--- src/rtl/fifo_uart_tx.sv ---
// FIFO drain stage: pops one byte whenever the FIFO has data and ena is high,
// then serialises it as a UART frame (start, 8 data LSB first, optional parity, 1-2 stop).
module fifo_uart_tx #(
  parameter int CLKS_PER_BIT = 434,
  parameter int PARITY       = 0,
  parameter int STOP_BITS    = 1
) (
  input  logic       clk,
  input  logic       rst_n,
  input  logic       ena,
  input  logic       fifo_empty,
  input  logic [7:0] fifo_rdata,
  output logic       fifo_rd_en,
  output logic       tx,
  output logic       busy,
  output logic [7:0] frame_cnt
);

  localparam int            BW        = (CLKS_PER_BIT > 1) ? $clog2(CLKS_PER_BIT) : 1;
  localparam logic [BW-1:0] BAUD_LAST = BW'(CLKS_PER_BIT - 1);
  localparam logic [2:0]    STOP_LAST = 3'(STOP_BITS - 1);
  localparam logic          HAS_PAR   = (PARITY != 0);

  typedef enum logic [2:0] {
    IDLE  = 3'd0,
    FETCH = 3'd1,
    START = 3'd2,
    DATA  = 3'd3,
    PAR   = 3'd4,
    STOP  = 3'd5
  } state_t;

  function automatic logic parity_bit(input logic [7:0] data);
    logic p;
    p = ^data;
    if (PARITY == 2) begin
      parity_bit = ~p;
    end else begin
      parity_bit = p;
    end
  endfunction

  state_t        state_q, state_d;
  logic [BW-1:0] baud_q, baud_d;
  logic [2:0]    bit_q, bit_d;
  logic [7:0]    shift_q, shift_d;
  logic          par_q, par_d;
  logic          rd_en_q, rd_en_d;
  logic          tx_q, tx_d;
  logic          busy_q, busy_d;
  logic [7:0]    cnt_q, cnt_d;
  logic          tick_s;

  // Next-state, counters and the next value of every registered output
  always_comb begin
    state_d = state_q;
    bit_d   = bit_q;
    shift_d = shift_q;
    par_d   = par_q;
    rd_en_d = 1'b0;
    cnt_d   = cnt_q;
    tick_s  = (baud_q == BAUD_LAST);

    if (state_q inside {START, DATA, PAR, STOP}) begin
      baud_d = tick_s ? '0 : baud_q + BW'(1);
    end else begin
      baud_d = '0;
    end

    case (state_q)
      IDLE: begin
        // rd_en_q high means the pop strobe is on the bus this cycle
        if (rd_en_q) begin
          state_d = FETCH;
        end else if (ena && !fifo_empty) begin
          rd_en_d = 1'b1;
        end else begin
          state_d = IDLE;
        end
      end
      FETCH: begin
        shift_d = fifo_rdata;
        par_d   = parity_bit(fifo_rdata);
        bit_d   = 3'd0;
        state_d = START;
      end
      START: begin
        if (tick_s) begin
          state_d = DATA;
        end else begin
          state_d = START;
        end
      end
      DATA: begin
        if (tick_s) begin
          shift_d = {1'b0, shift_q[7:1]};
          if (bit_q == 3'd7) begin
            bit_d   = 3'd0;
            state_d = HAS_PAR ? PAR : STOP;
          end else begin
            bit_d = bit_q + 3'd1;
          end
        end else begin
          shift_d = shift_q;
        end
      end
      PAR: begin
        if (tick_s) begin
          bit_d   = 3'd0;
          state_d = STOP;
        end else begin
          state_d = PAR;
        end
      end
      STOP: begin
        if (tick_s) begin
          if (bit_q == STOP_LAST) begin
            // Pop decision made here so the next strobe lands in the first IDLE cycle
            bit_d   = 3'd0;
            cnt_d   = cnt_q + 8'd1;
            rd_en_d = ena && !fifo_empty;
            state_d = IDLE;
          end else begin
            bit_d = bit_q + 3'd1;
          end
        end else begin
          state_d = STOP;
        end
      end
      default: begin
        state_d = IDLE;
      end
    endcase

    case (state_d)
      START:   tx_d = 1'b0;
      DATA:    tx_d = shift_d[0];
      PAR:     tx_d = par_d;
      default: tx_d = 1'b1;
    endcase
    busy_d = (state_d != IDLE);
  end

  // State and output registers; reset forces the line idle immediately
  always_ff @(posedge clk or negedge rst_n) begin
    if (!rst_n) begin
      state_q <= IDLE;
      baud_q  <= '0;
      bit_q   <= 3'd0;
      shift_q <= 8'h00;
      par_q   <= 1'b0;
      rd_en_q <= 1'b0;
      tx_q    <= 1'b1;
      busy_q  <= 1'b0;
      cnt_q   <= 8'h00;
    end else begin
      state_q <= state_d;
      baud_q  <= baud_d;
      bit_q   <= bit_d;
      shift_q <= shift_d;
      par_q   <= par_d;
      rd_en_q <= rd_en_d;
      tx_q    <= tx_d;
      busy_q  <= busy_d;
      cnt_q   <= cnt_d;
    end
  end

  assign fifo_rd_en = rd_en_q;
  assign tx         = tx_q;
  assign busy       = busy_q;
  assign frame_cnt  = cnt_q;

endmodule

--- config.mk ---
export PLATFORM = sky130hd
export DESIGN_NAME = fifo_uart_tx
export DESIGN_NICKNAME = d
export VERILOG_FILES = /design/src/rtl/fifo_uart_tx.sv
export SDC_FILE = /design/constraint.sdc
export NUM_CORES = 1
export LEC_CHECK = 0
export BUFFER_PORTS_ARGS = -buffer_cell sky130_fd_sc_hd__buf_2
export CORE_ASPECT_RATIO = 1.25
export CORE_MARGIN = 4
export CORE_UTILIZATION = 35
export CTS_BUF_LIST = sky130_fd_sc_hd__clkbuf_8
export CTS_CLUSTER_SIZE = 12
export DETAILED_ROUTE_END_ITERATION = 10
export PLACE_DENSITY_LB_ADDON = 0.1
export SKIP_LAST_GASP = 1
export SYNTH_ARGS = -nofsm -noshare
export SYNTH_HDL_FRONTEND = slang
export SYNTH_SLANG_ARGS = --single-unit
--- constraint.sdc ---
create_clock -name clk -period 6.5 [get_ports clk]
set_clock_uncertainty 0.2 [all_clocks]
set_input_delay 1.95 -clock clk [delete_from_list [all_inputs] [get_ports clk]]
set_output_delay 1.95 -clock clk [all_outputs]
set_load 0.01 [all_outputs]
# ---- Word-level counts from Yosys, hierarchy flattened
# Cells that the tools add are included.
dict set report totals {
  input_bits 12
  register_bits 35
}
dict set report classes {
  n_mux 26
  reduce_logical 12
  add_sub_neg 3
  n_eq_ne 13
}
# op count
set op_table {}
lappend op_table {{3-bit 2-to-1 mux} 11}
lappend op_table {{9-bit 2-to-1 mux} 2}
lappend op_table {{3-bit case mux with 6 select lines} 1}
lappend op_table {{8-bit case mux with 2 select lines} 1}
lappend op_table {{3-bit by 2-bit equality test with 1-bit output, second input constant} 4}
lappend op_table {{3-bit equality test, second input constant} 4}
lappend op_table {{3-bit case mux with 4 select lines} 1}
lappend op_table {{9-bit by 1-bit adder with 9-bit output, second input constant} 1}
lappend op_table {{9-bit equality test, second input constant} 1}
lappend op_table {{8-bit by 1-bit adder with 8-bit output, second input constant} 1}
lappend op_table {{8-bit 2-to-1 mux} 1}
lappend op_table {{4-bit nonzero test} 2}
lappend op_table {{8-bit XOR reduction} 1}
lappend op_table {{1-bit 2-to-1 mux} 7}
lappend op_table {{3-bit zero test} 2}
lappend op_table {{2-bit inequality test, second input constant} 3}
lappend op_table {{4-bit AND reduction} 1}
lappend op_table {{3-bit by 1-bit adder with 3-bit output, second input constant} 1}
lappend op_table {{3-bit by 1-bit equality test with 1-bit output, second input constant} 1}
lappend op_table {{1-bit case mux with 3 select lines} 1}
lappend op_table {{3-bit AND reduction} 1}
lappend op_table {{3-bit nonzero test} 1}
lappend op_table {{1-bit case mux with 2 select lines} 1}
lappend op_table {{2-bit AND reduction} 1}
lappend op_table {{other kinds (3)} 3}

# ---- Logic depth before layout (Yosys ltp)
# Gate-level depths: netlist (run 1).
dict set report depth {
  depth_word 7
  mapped_depth 8
}

# ---- Worst setup path before layout (run 1)
# No wires, ideal clock.
dict set report synth_timing {
  kind {input port to flip-flop}
  start {input port fifo_rdata[0]}
  end {register tx_q (netlist: tx)}
  required_time_ns 6.217
  path_buffers 0
  arrival_ns 2.757
  slack_ns 3.460
  stages 5
  path_cell_list {xnor2_1 > xnor2_1 > xnor2_1 > a21oi_1 > o311a_1}
}
dict set report synth_via {
  elab_chain_cells 3
  elab_cells_between_ends 4
}
# item line_no
set synth_rtl {}
lappend synth_rtl {{start: declaration} 12} ;# input logic [7:0] fifo_rdata,
lappend synth_rtl {{8-bit XOR reduction} 35} ;# p = ^data;
lappend synth_rtl {{1-bit 2-to-1 mux} 70} ;# case (state_q)
lappend synth_rtl {{via par_d} 47} ;# logic par_q, par_d;
lappend synth_rtl {{1-bit case mux with 3 select lines} 135} ;# case (state_d)
lappend synth_rtl {{via tx_d} 49} ;# logic tx_q, tx_d;
lappend synth_rtl {{end signal: assignment} 163} ;# tx_q <= tx_d;
lappend synth_rtl {{end: declaration} 49}
# The timed path passes the listed nets, and every way through them passes these cells.
# A chain may end at the register's enable or synchronous reset.

# ---- Worst setup path after layout (run 1)
dict set report layout_timing {
  start {register tx_q (netlist: tx)}
  end {output port tx}
}
# item line_no
set layout_rtl {}
lappend layout_rtl {{end: declaration} 14} ;# output logic tx,
# No word-level cell between the ends.

==> flow_summary.ini, run 1 <==
[run_status]
outcome = completed

[detailed_routing]
drt_iter0_drc = 73
post-route-drc-count = 0
route.antenna.remaining_nets = 0
via_count = 1328
route.detailed.wl_per_inst_um = 14.3
routed_wirelength_um = 3650
route.detailed.vias_per_inst = 5.19
firstDrtPassIters = 4

[yosys]
synth.cell_area_um2 = 1790
synthXorXnorAreaFrac = 0.0981
multiplexer_fraction_of_the_synthesized_cell_area = 0.0238
synthesis.area_per_instance_um2 = 10.5
synth_async_sr_flop_share = 1.00
synth_fa_ha_area_frac = 0.0491
synth_top_family_by_area = simple AND/OR/NAND/NOR gates
synth_largest_area_cell = sky130_fd_sc_hd__dfrtp_1
synth.cells.most_frequent = 34 x sky130_fd_sc_hd__dfrtp_1, 20 x sky130_fd_sc_hd__nand2_1, 17 x sky130_fd_sc_hd__nor2_1
synth.yosys.warnings = 0
ys_seq_elements = 35
syn-instance-count = 170
synthSimpleGateAreaFrac = 0.207
synth_top_cell_area_share = 0.477
synth_area_leaders = sky130_fd_sc_hd__dfrtp_1 48%, sky130_fd_sc_hd__xnor2_1 7.8%, sky130_fd_sc_hd__ha_1 4.9%
synth_edf_count = 0
synth_compound_gate_area_share = 0.100
synth_cell_types = 44
yosysSeqAreaShare = 0.491
ys.flop_type = sky130_fd_sc_hd__dfrtp_1
synth.net_count = 189
leading_cell_type_by_number_of_instances_after_synthesis = sky130_fd_sc_hd__dfrtp_1

[worst_setup_path]
critical-path-top-delay-family = flip-flops
regToRegStartpoint = baud_q[3]
timing.critical_path.required_ps = 4350
worst_path_cell_with_the_longest_stage_delay = sky130_fd_sc_hd__dfstp_2
crit_path_max_fanout = 1
setup.worst_path.start = tx
cp_data_arrival_time_ps = 920
crit_path_cell_trace = buf_2
cp_num_cells = 1
start_kind = flip-flop
worstRegToRegCells = 4
endpoint_kind = output port
critical_path_type = flip-flop to output port
critical_path.n_buffers_inverters = 1
slowest_delay_ps = 520

[cells_and_area]
design.final.nets = 214
filler_cell_count = 490
finish.cell_count_without_fillers = 256
post_route_cells_drive_above_1_share = 0.189
post-route-cell-area_um2 = 2020
sequential_cell_area_um2 = 877
synthToLayoutAreaGrowth_pct = 13.3
antennaDiodeCount = 0
multi_input_gate_area_um2 = 855

[global_route]
global_route_wire_length_before_repair_um = 6320
grt_max_degree = 36
via_count_of_the_first_global_routing_pass = 1375
grt_usage = 0.130
gr-total-overflow = 0
antenna_violations_before_repair = 0

[timing]
achievable-frequency_ghz = 0.325
finalCritPeriodShare = 0.473
relSlewSlack = 0.480
final-max-slew-violation-count = 0
setup_total_negative_slack_ps = 0
rsz0062_at_grt = false
finalSetupViolCount = 0
worst-slew-pin-transition_ps = 780
hold_viol_final = 0
fin_hold_ws_ps = 271
layout_min_cycle_time_ps = 3070

[placement]
dp_hpwl_um = 2670
gp_routability_congestion = 0.796
port_buffers = 22
placed_cells = 248
place_area_um2 = 1940

[job]
maxCapViolations = 0

[cts]
clk_pin_slew_worst_paths_ps = 60
post_cts_hold_buffer_count = 0
worst_skew_pair.late_latency_ps = 280
clock_tree.buffer_depth = 2
numClockSinks = 35
post_cts_resize_count = 0
root_buffer = sky130_fd_sc_hd__clkbuf_8
clock_tree_from_tritoncts = built
cts_setup_buffers = 0
cts_max_level = 2
clock_buffer_count_from_cts = 5

[floorplanning]
chipWidth_um = 71.9
rows = 28
num_io_pins = 23
coreArea_um2 = 4830
overall_die_height_um = 87.9
initial_core_util = 0.369
fp.dieArea_um2 = 6320

[worst_hold_path]
timing.hold.worst.start = shift_q[1]
kind_of_path_behind_the_tightest_hold_check = flip-flop to flip-flop
hold_path_depth = 2

[power_and_ir_drop]
p_leak_uw = 0.000957
power_per_cell_area_nw_per_um2 = 307
vdd_drop_max_uv = 192
==> per-stage QoR <==
stage / utilization / power, uW / setup slack (ps)
global placement: 0.402 / 475 / 3270
global route: 0.418 / 671 / 3390
floorplan: - / 436 / 3460
CTS: 0.418 / 634 / 3410
detailed placement: 0.402 / 484 / 3270
finish: 0.418 / 622 / 3430
==> cell families (layout without fill, tap and decap cells) <==
logic type                 Yosys count  in the layout
buffers and inverters               11             37
adders and majority gates            7              7
and+or+nand+nor                     68             68
DFF                                 35             35
xor gates and xnor gates            20             20
AOI/OAI and AO/OA                   25             25
muxes                                4              4
==> layout make-up <==
class,count,share of cell area
inverter,7,0.0130
multi-input combinational,124,0.422
clock buffer,5,0.0340
clock inverter,3,0.00557
timing repair buffer,22,0.0544
sequential,35,0.434
tap,60,0.0371
==> metal layers <==
metal,routed length [um],vias to the layer above,track usage
li1,-,653,-
met1,1600,639,0.155
met2,1830,29,0.213
met3,123,7,0.0344
met4,91,0,0.0684
met5,0,-,0
==> power breakdown <==
part	leakage (uW)	internal, uW	switching [uW]
Sequential	0.000448	274	52.2
Clock	0.0000519	71.3	72.7
Combinational	0.000457	67.4	84.0
==> flip-flops by register name, indices dropped and copies added, names as in the netlist <==
name and count:
par_q 1, baud_q 9, frame_cnt 8, fifo_rd_en 1
state_q 3, bit_q 3, busy 1, tx 1
shift_q 8
==> cells in the final DEF, fill, tap and decap left out, types with 5 or more instances in the layout <==
| master | netlist | layout |
|---|---|---|
| sky130_fd_sc_hd__dfrtp_1 | 34 | 34 |
| sky130_fd_sc_hd__buf_2 | 1 | 22 |
| sky130_fd_sc_hd__nand2_1 | 20 | 20 |
| sky130_fd_sc_hd__nor2_1 | 17 | 17 |
| sky130_fd_sc_hd__xnor2_1 | 16 | 16 |
| sky130_fd_sc_hd__inv_1 | 7 | 10 |
| sky130_fd_sc_hd__ha_1 | 7 | 7 |
| sky130_fd_sc_hd__nand4_1 | 6 | 6 |
| sky130_fd_sc_hd__a22oi_1 | 6 | 6 |
| sky130_fd_sc_hd__nand3_1 | 5 | 5 |
| sky130_fd_sc_hd__clkbuf_8 | 0 | 5 |
==> worst reg2reg max path: cells and delay by family (launching register included) <==
family	cells	cell delay [ps]
and+or+nand+nor	2	1110
AOI/OAI and AO/OA	2	580
DFF	1	460
==> path summary, 6_finish.rpt <==
kind                              end  slack, ps
max                                tx       3430
min in group asynchronous  shift_q[3]       1550
min reg2reg                shift_q[1]        270
max reg2reg                        tx       4080
max in group asynchronous    bit_q[0]       4060
min                        shift_q[1]        270
Note: power is estimated with default switching activity, not from simulation.
==> run 2: changes to the inputs <==
Clock period 6.5 ns to 2.8 ns, I/O delays scaled along.
==> run 2 against run 1 <==
Compared with the run above: flip-flop and latch count did not move; hold slack got worse by 3.1 ps; via count fell by 2.4%; largest cell class unchanged; largest power group unchanged.
==> flow_summary.ini, run 2 (synthesized netlist as in run 1, its figures left out) <==
[worst_setup_path]
critical_path_type = flip-flop to flip-flop
regToRegStartpoint = baud_q[3]
worstRegToRegCells = 4
rrSetupSlack_ps = 420
endpoint_kind = flip-flop
cp_data_arrival_time_ps = 2390
crit_path_max_fanout = 8
reg2reg_end = tx
start_kind = flip-flop
timing.critical_path.required_ps = 2810

[detailed_routing]
post-route-drc-count = 0
route.antenna.remaining_nets = 0
routed_wirelength_um = 3570
via_count = 1296
route.detailed.wl_per_inst_um = 13.9
route.detailed.vias_per_inst = 5.04
firstDrtPassIters = 4
drt_iter0_drc = 49

[cells_and_area]
synthToLayoutAreaGrowth_pct = 14.9
most-common-layout-cells = 34 x sky130_fd_sc_hd__dfrtp_1, 22 x sky130_fd_sc_hd__buf_2, 20 x sky130_fd_sc_hd__nand2_1, 17 x sky130_fd_sc_hd__nor2_1, 16 x sky130_fd_sc_hd__xnor2_1
max_flop_register = baud_q
post_route_cells_drive_above_1_share = 0.203
filler_cell_count = 487
design.final.nets = 215
layout_commonest_cell = sky130_fd_sc_hd__dfrtp_1
largest_register_ff_count = 9
antennaDiodeCount = 0

[global_route]
global_route_wire_length_before_repair_um = 6290
antenna_violations_before_repair = 0
grt_usage = 0.126
grt_max_degree = 36
via_count_of_the_first_global_routing_pass = 1410
gr-total-overflow = 0

[worst_hold_path]
hold_path_depth = 1
hold_end = frame_cnt[7]
timing.hold.worst.start = frame_cnt[7]
kind_of_path_behind_the_tightest_hold_check = flip-flop to flip-flop

[power_and_ir_drop]
vdd_drop_max_uv = 400
power_per_cell_area_nw_per_um2 = 732
p_leak_uw = 0.000966

[floorplanning]
coreArea_um2 = 4830
num_io_pins = 23
overall_die_height_um = 87.9
rows = 28
fp.dieArea_um2 = 6320
chipWidth_um = 71.9
initial_core_util = 0.369

[cts]
cts_setup_buffers = 0
clock_tree.buffer_depth = 2
post_cts_hold_buffer_count = 0
numClockSinks = 35
clock_tree_from_tritoncts = built
root_buffer = sky130_fd_sc_hd__clkbuf_8
post_cts_resize_count = 0
cts_max_level = 2
clock_buffer_count_from_cts = 5
worst_skew_pair.late_latency_ps = 280
clk_pin_slew_worst_paths_ps = 70

[timing]
relSlewSlack = 0.468
worst-slew-pin-transition_ps = 797
rsz0062_at_grt = false
final-max-slew-violation-count = 0
hold_viol_final = 0
setup_total_negative_slack_ps = 0
achievable-frequency_ghz = 0.420
finalCritPeriodShare = 0.850
finalSetupViolCount = 0
postLayoutSetupSlackWorst_ps = 419
layout_min_cycle_time_ps = 2380
fin_hold_ws_ps = 268

[placement]
place_worst_setup_slack_ps = 436
port_buffers = 22
dp_hpwl_um = 2610
gp_routability_congestion = 0.829

[job]
maxCapViolations = 0

[run_status]
outcome = completed
[run 2: cell count changes in the layout (fill, tap and decap cells not counted), sizes merged]
cell,previous run,this run
buf,22,23
inv,10,8
clkbuf,5,7
[run 2: area by class of cell]
type	instances	area, um2	area share
well taps	60	75.1	0.0366
multi-input cells	124	855	0.417
flip-flops and latches	35	877	0.428
repair buffers	23	118	0.0574
clock inverters	1	3.75	0.00183
inverters	7	26.3	0.0128
clock buffers	7	96.3	0.0470
[run 2: power breakdown]
group | internal, uW | switching (uW)
Combinational | 155 | 196
Sequential | 636 | 119
Clock | 221 | 175
Total | 1010 | 490
[run 2: stage by stage]
stage | power (uW) | util | std cells | area, um2
after global routing | 1620 | 0.424 | 257 | 2050
after global placement | 1100 | 0.403 | 249 | 1950
after floorplan | 1010 | - | 170 | 1790
after detailed placement | 1120 | 0.403 | 249 | 1950
final | 1500 | 0.424 | 257 | 2050
after CTS | 1520 | 0.424 | 257 | 2050
[run 2: worst max path at each step]
| stage | slack [ps] | cells past startpoint | from | endpoint |
|---|---|---|---|---|
| 2_1_floorplan | 640 | 4 | baud_q[3] | tx |
| 3_3_place_gp | 470 | 4 | baud_q[3] | tx |
| 3_5_place_dp | 440 | 4 | baud_q[3] | tx |
| 4_1_cts | 410 | 4 | baud_q[3] | tx |
| 5_1_grt | 370 | 4 | baud_q[3] | tx |
| 6_report | 420 | 4 | baud_q[3] | tx |
[run 2: routing by layer]
metal	share of wire	GRT usage
met4	0.0050	0.0427
met5	0	0
met1	0.45	0.154
met3	0.041	0.0356
met2	0.50	0.214
[run 2: worst max-delay path, cell delays in order, from the launching register on]
cell                      delay (ps)
sky130_fd_sc_hd__dfrtp_1         450
sky130_fd_sc_hd__or4b_4          590
sky130_fd_sc_hd__nor4_4          510
sky130_fd_sc_hd__a32oi_1         200
sky130_fd_sc_hd__o311a_1         360
==> run 3: changes to the inputs <==
==> constraint.sdc (replaced) <==
create_clock -name clk -period 2.8 [get_ports clk]
set_clock_uncertainty 0.2 [all_clocks]
set_input_delay 0.14 -clock clk [delete_from_list [all_inputs] [get_ports clk]]
set_output_delay 0.14 -clock clk [all_outputs]
set_load 0.01 [all_outputs]
==> run 3 against run 2 <==
Compared with the run above: utilization is 2.0 points higher; cell count rose by 3.5%; combinational power is 3% higher; flip-flop and latch count unchanged; die area unchanged; clock power barely moved; first-iteration DRC count grew 35%; sequential power about the same; fmax is 3.9% lower; highest routed layer unchanged.
==> flow_summary.ini, run 3 (synthesized netlist as in run 1, its figures left out) <==
[run_status]
outcome = completed

[placement]
gp_routability_congestion = 0.790
place_worst_setup_slack_ps = 428
port_buffers = 22
dp_hpwl_um = 2560

[cells_and_area]
synthToLayoutAreaGrowth_pct = 20.2
design.final.nets = 224
final_core_utilization = 0.444
layout_commonest_cell = sky130_fd_sc_hd__dfrtp_1
filler_cell_count = 459
largest_register_ff_count = 9
max_flop_register = baud_q
antennaDiodeCount = 0
post_route_cells_drive_above_1_share = 0.194
most-common-layout-cells = 34 x sky130_fd_sc_hd__dfrtp_1, 22 x sky130_fd_sc_hd__buf_2, 20 x sky130_fd_sc_hd__nand2_1, 16 x sky130_fd_sc_hd__nor2_1, 16 x sky130_fd_sc_hd__xnor2_1

[floorplanning]
rows = 28
coreArea_um2 = 4830
overall_die_height_um = 87.9
fp.dieArea_um2 = 6320
num_io_pins = 23
chipWidth_um = 71.9
initial_core_util = 0.369

[timing]
relSlewSlack = 0.490
setup_total_negative_slack_ps = 0
hold_viol_final = 0
fin_hold_ws_ps = 27.8
finalSetupViolCount = 0
worst-slew-pin-transition_ps = 765
rsz0062_at_grt = false
finalCritPeriodShare = 0.885
layout_min_cycle_time_ps = 2480
postLayoutSetupSlackWorst_ps = 321
final-max-slew-violation-count = 0
achievable-frequency_ghz = 0.403

[power_and_ir_drop]
totalPowerFinal_uw = 1510
p_leak_uw = 0.00101
vdd_drop_max_uv = 318
power_per_cell_area_nw_per_um2 = 703
cellInternalPower_uw = 1020
power.share.combinational = 0.239
pwr-share-clk = 0.261
netSwitchingFraction = 0.323
seq_power_share = 0.500
power_switching_uw = 487

[detailed_routing]
via_count = 1327
route.antenna.remaining_nets = 0
routed_wirelength_um = 3510
route.detailed.vias_per_inst = 4.99
drt_iter0_drc = 66
firstDrtPassIters = 6
route.detailed.wl_per_inst_um = 13.2
post-route-drc-count = 0

[worst_setup_path]
critical_path.n_buffers_inverters = 1
crit_path_max_fanout = 9
timing.critical_path.required_ps = 2820
start_kind = flip-flop
cp_data_arrival_time_ps = 2500
crit_path_cell_trace = nor4b_2, nand4_1, nor2_2, nor2_1, nor3b_1, dlygate4sd3_1
critical_path_type = flip-flop to flip-flop
critical-path-top-delay-family = simple AND/OR/NAND/NOR gates
worst_path_cell_with_the_longest_stage_delay = sky130_fd_sc_hd__dlygate4sd3_1
endpoint_kind = flip-flop
slowest_delay_ps = 560

[job]
maxCapViolations = 0

[cts]
root_buffer = sky130_fd_sc_hd__clkbuf_8
clock_buffer_count_from_cts = 5
clk_pin_slew_worst_paths_ps = 70
cts_setup_buffers = 0
clock_tree_from_tritoncts = built
clock_tree.buffer_depth = 2
numClockSinks = 35
cts_max_level = 2
worst_skew_pair.late_latency_ps = 280

[worst_hold_path]
kind_of_path_behind_the_tightest_hold_check = input port to flip-flop

[global_route]
global_route_wire_length_before_repair_um = 6250
grt_usage = 0.125
via_count_of_the_first_global_routing_pass = 1407
antenna_violations_before_repair = 0
gr-total-overflow = 0
grt_max_degree = 36
-- run 3: cell types whose count changed in the layout (fill, tap and decap cells not counted), sizes merged --
| cell | change |
|---|---|
| buf | -1 |
| dlygate4sd3 | +10 |
-- run 3: stage by stage --
step	instance area, um2	std cells
2_1_floorplan	1790	170
3_3_place_gp	1940	248
3_5_place_dp	1940	248
4_1_cts	2140	266
5_1_grt	2150	266
6_report	2150	266
-- run 3: worst min-delay path, delay by kind of cell --
family | cells | cell delay, ps
AOI/OAI and AO/OA | 1 | 90
buffers and inverters | 1 | 100
and+or+nand+nor | 1 | 150
-- run 3: what timing repair did --
item,CTS,global route
gates resized for setup,0,1
endpoints found under the hold margin,42,0
hold buffers,10,0
endpoints found under the setup margin,0,1
-- run 3: worst paths after layout --
path	start	to	slack, ps	depth (start not counted)
max	baud_q[3]	fifo_rd_en	320	6
min	fifo_rdata[0]	shift_q[0]	30	3
max reg2reg	baud_q[3]	fifo_rd_en	320	6
min reg2reg	frame_cnt[7]	frame_cnt[7]	270	1
max in group asynchronous	rst_n	frame_cnt[2]	1650	2
min in group asynchronous	rst_n	baud_q[7]	260	2
-- run 3: cell type report --
type	instances	area [um2]	area share
sequential	35	877	0.409
multi-input combinational	124	857	0.399
timing repair buffer	32	210	0.0980
clock buffer	7	96.3	0.0449
tap	60	75.1	0.0350
inverter	7	26.3	0.0122
clock inverter	1	3.75	0.00175
-- run 3: routing by layer --
metal,GRT usage,wire length [um],vias up
met5,0,0,-
met4,0.0462,53,0
met3,0.0310,165,5
met2,0.212,1740,26
met1,0.154,1560,629
li1,-,-,667
-- run 3: power by group through the flow --
stage          logic, uW  clock network, uW  registers (uW)
3_5_place_dp         355                  0             762
4_1_cts              369                410             754
5_1_grt              411                428             775
6_report             361                394             754
3_3_place_gp         345                  0             756
2_1_floorplan        289                  0             723
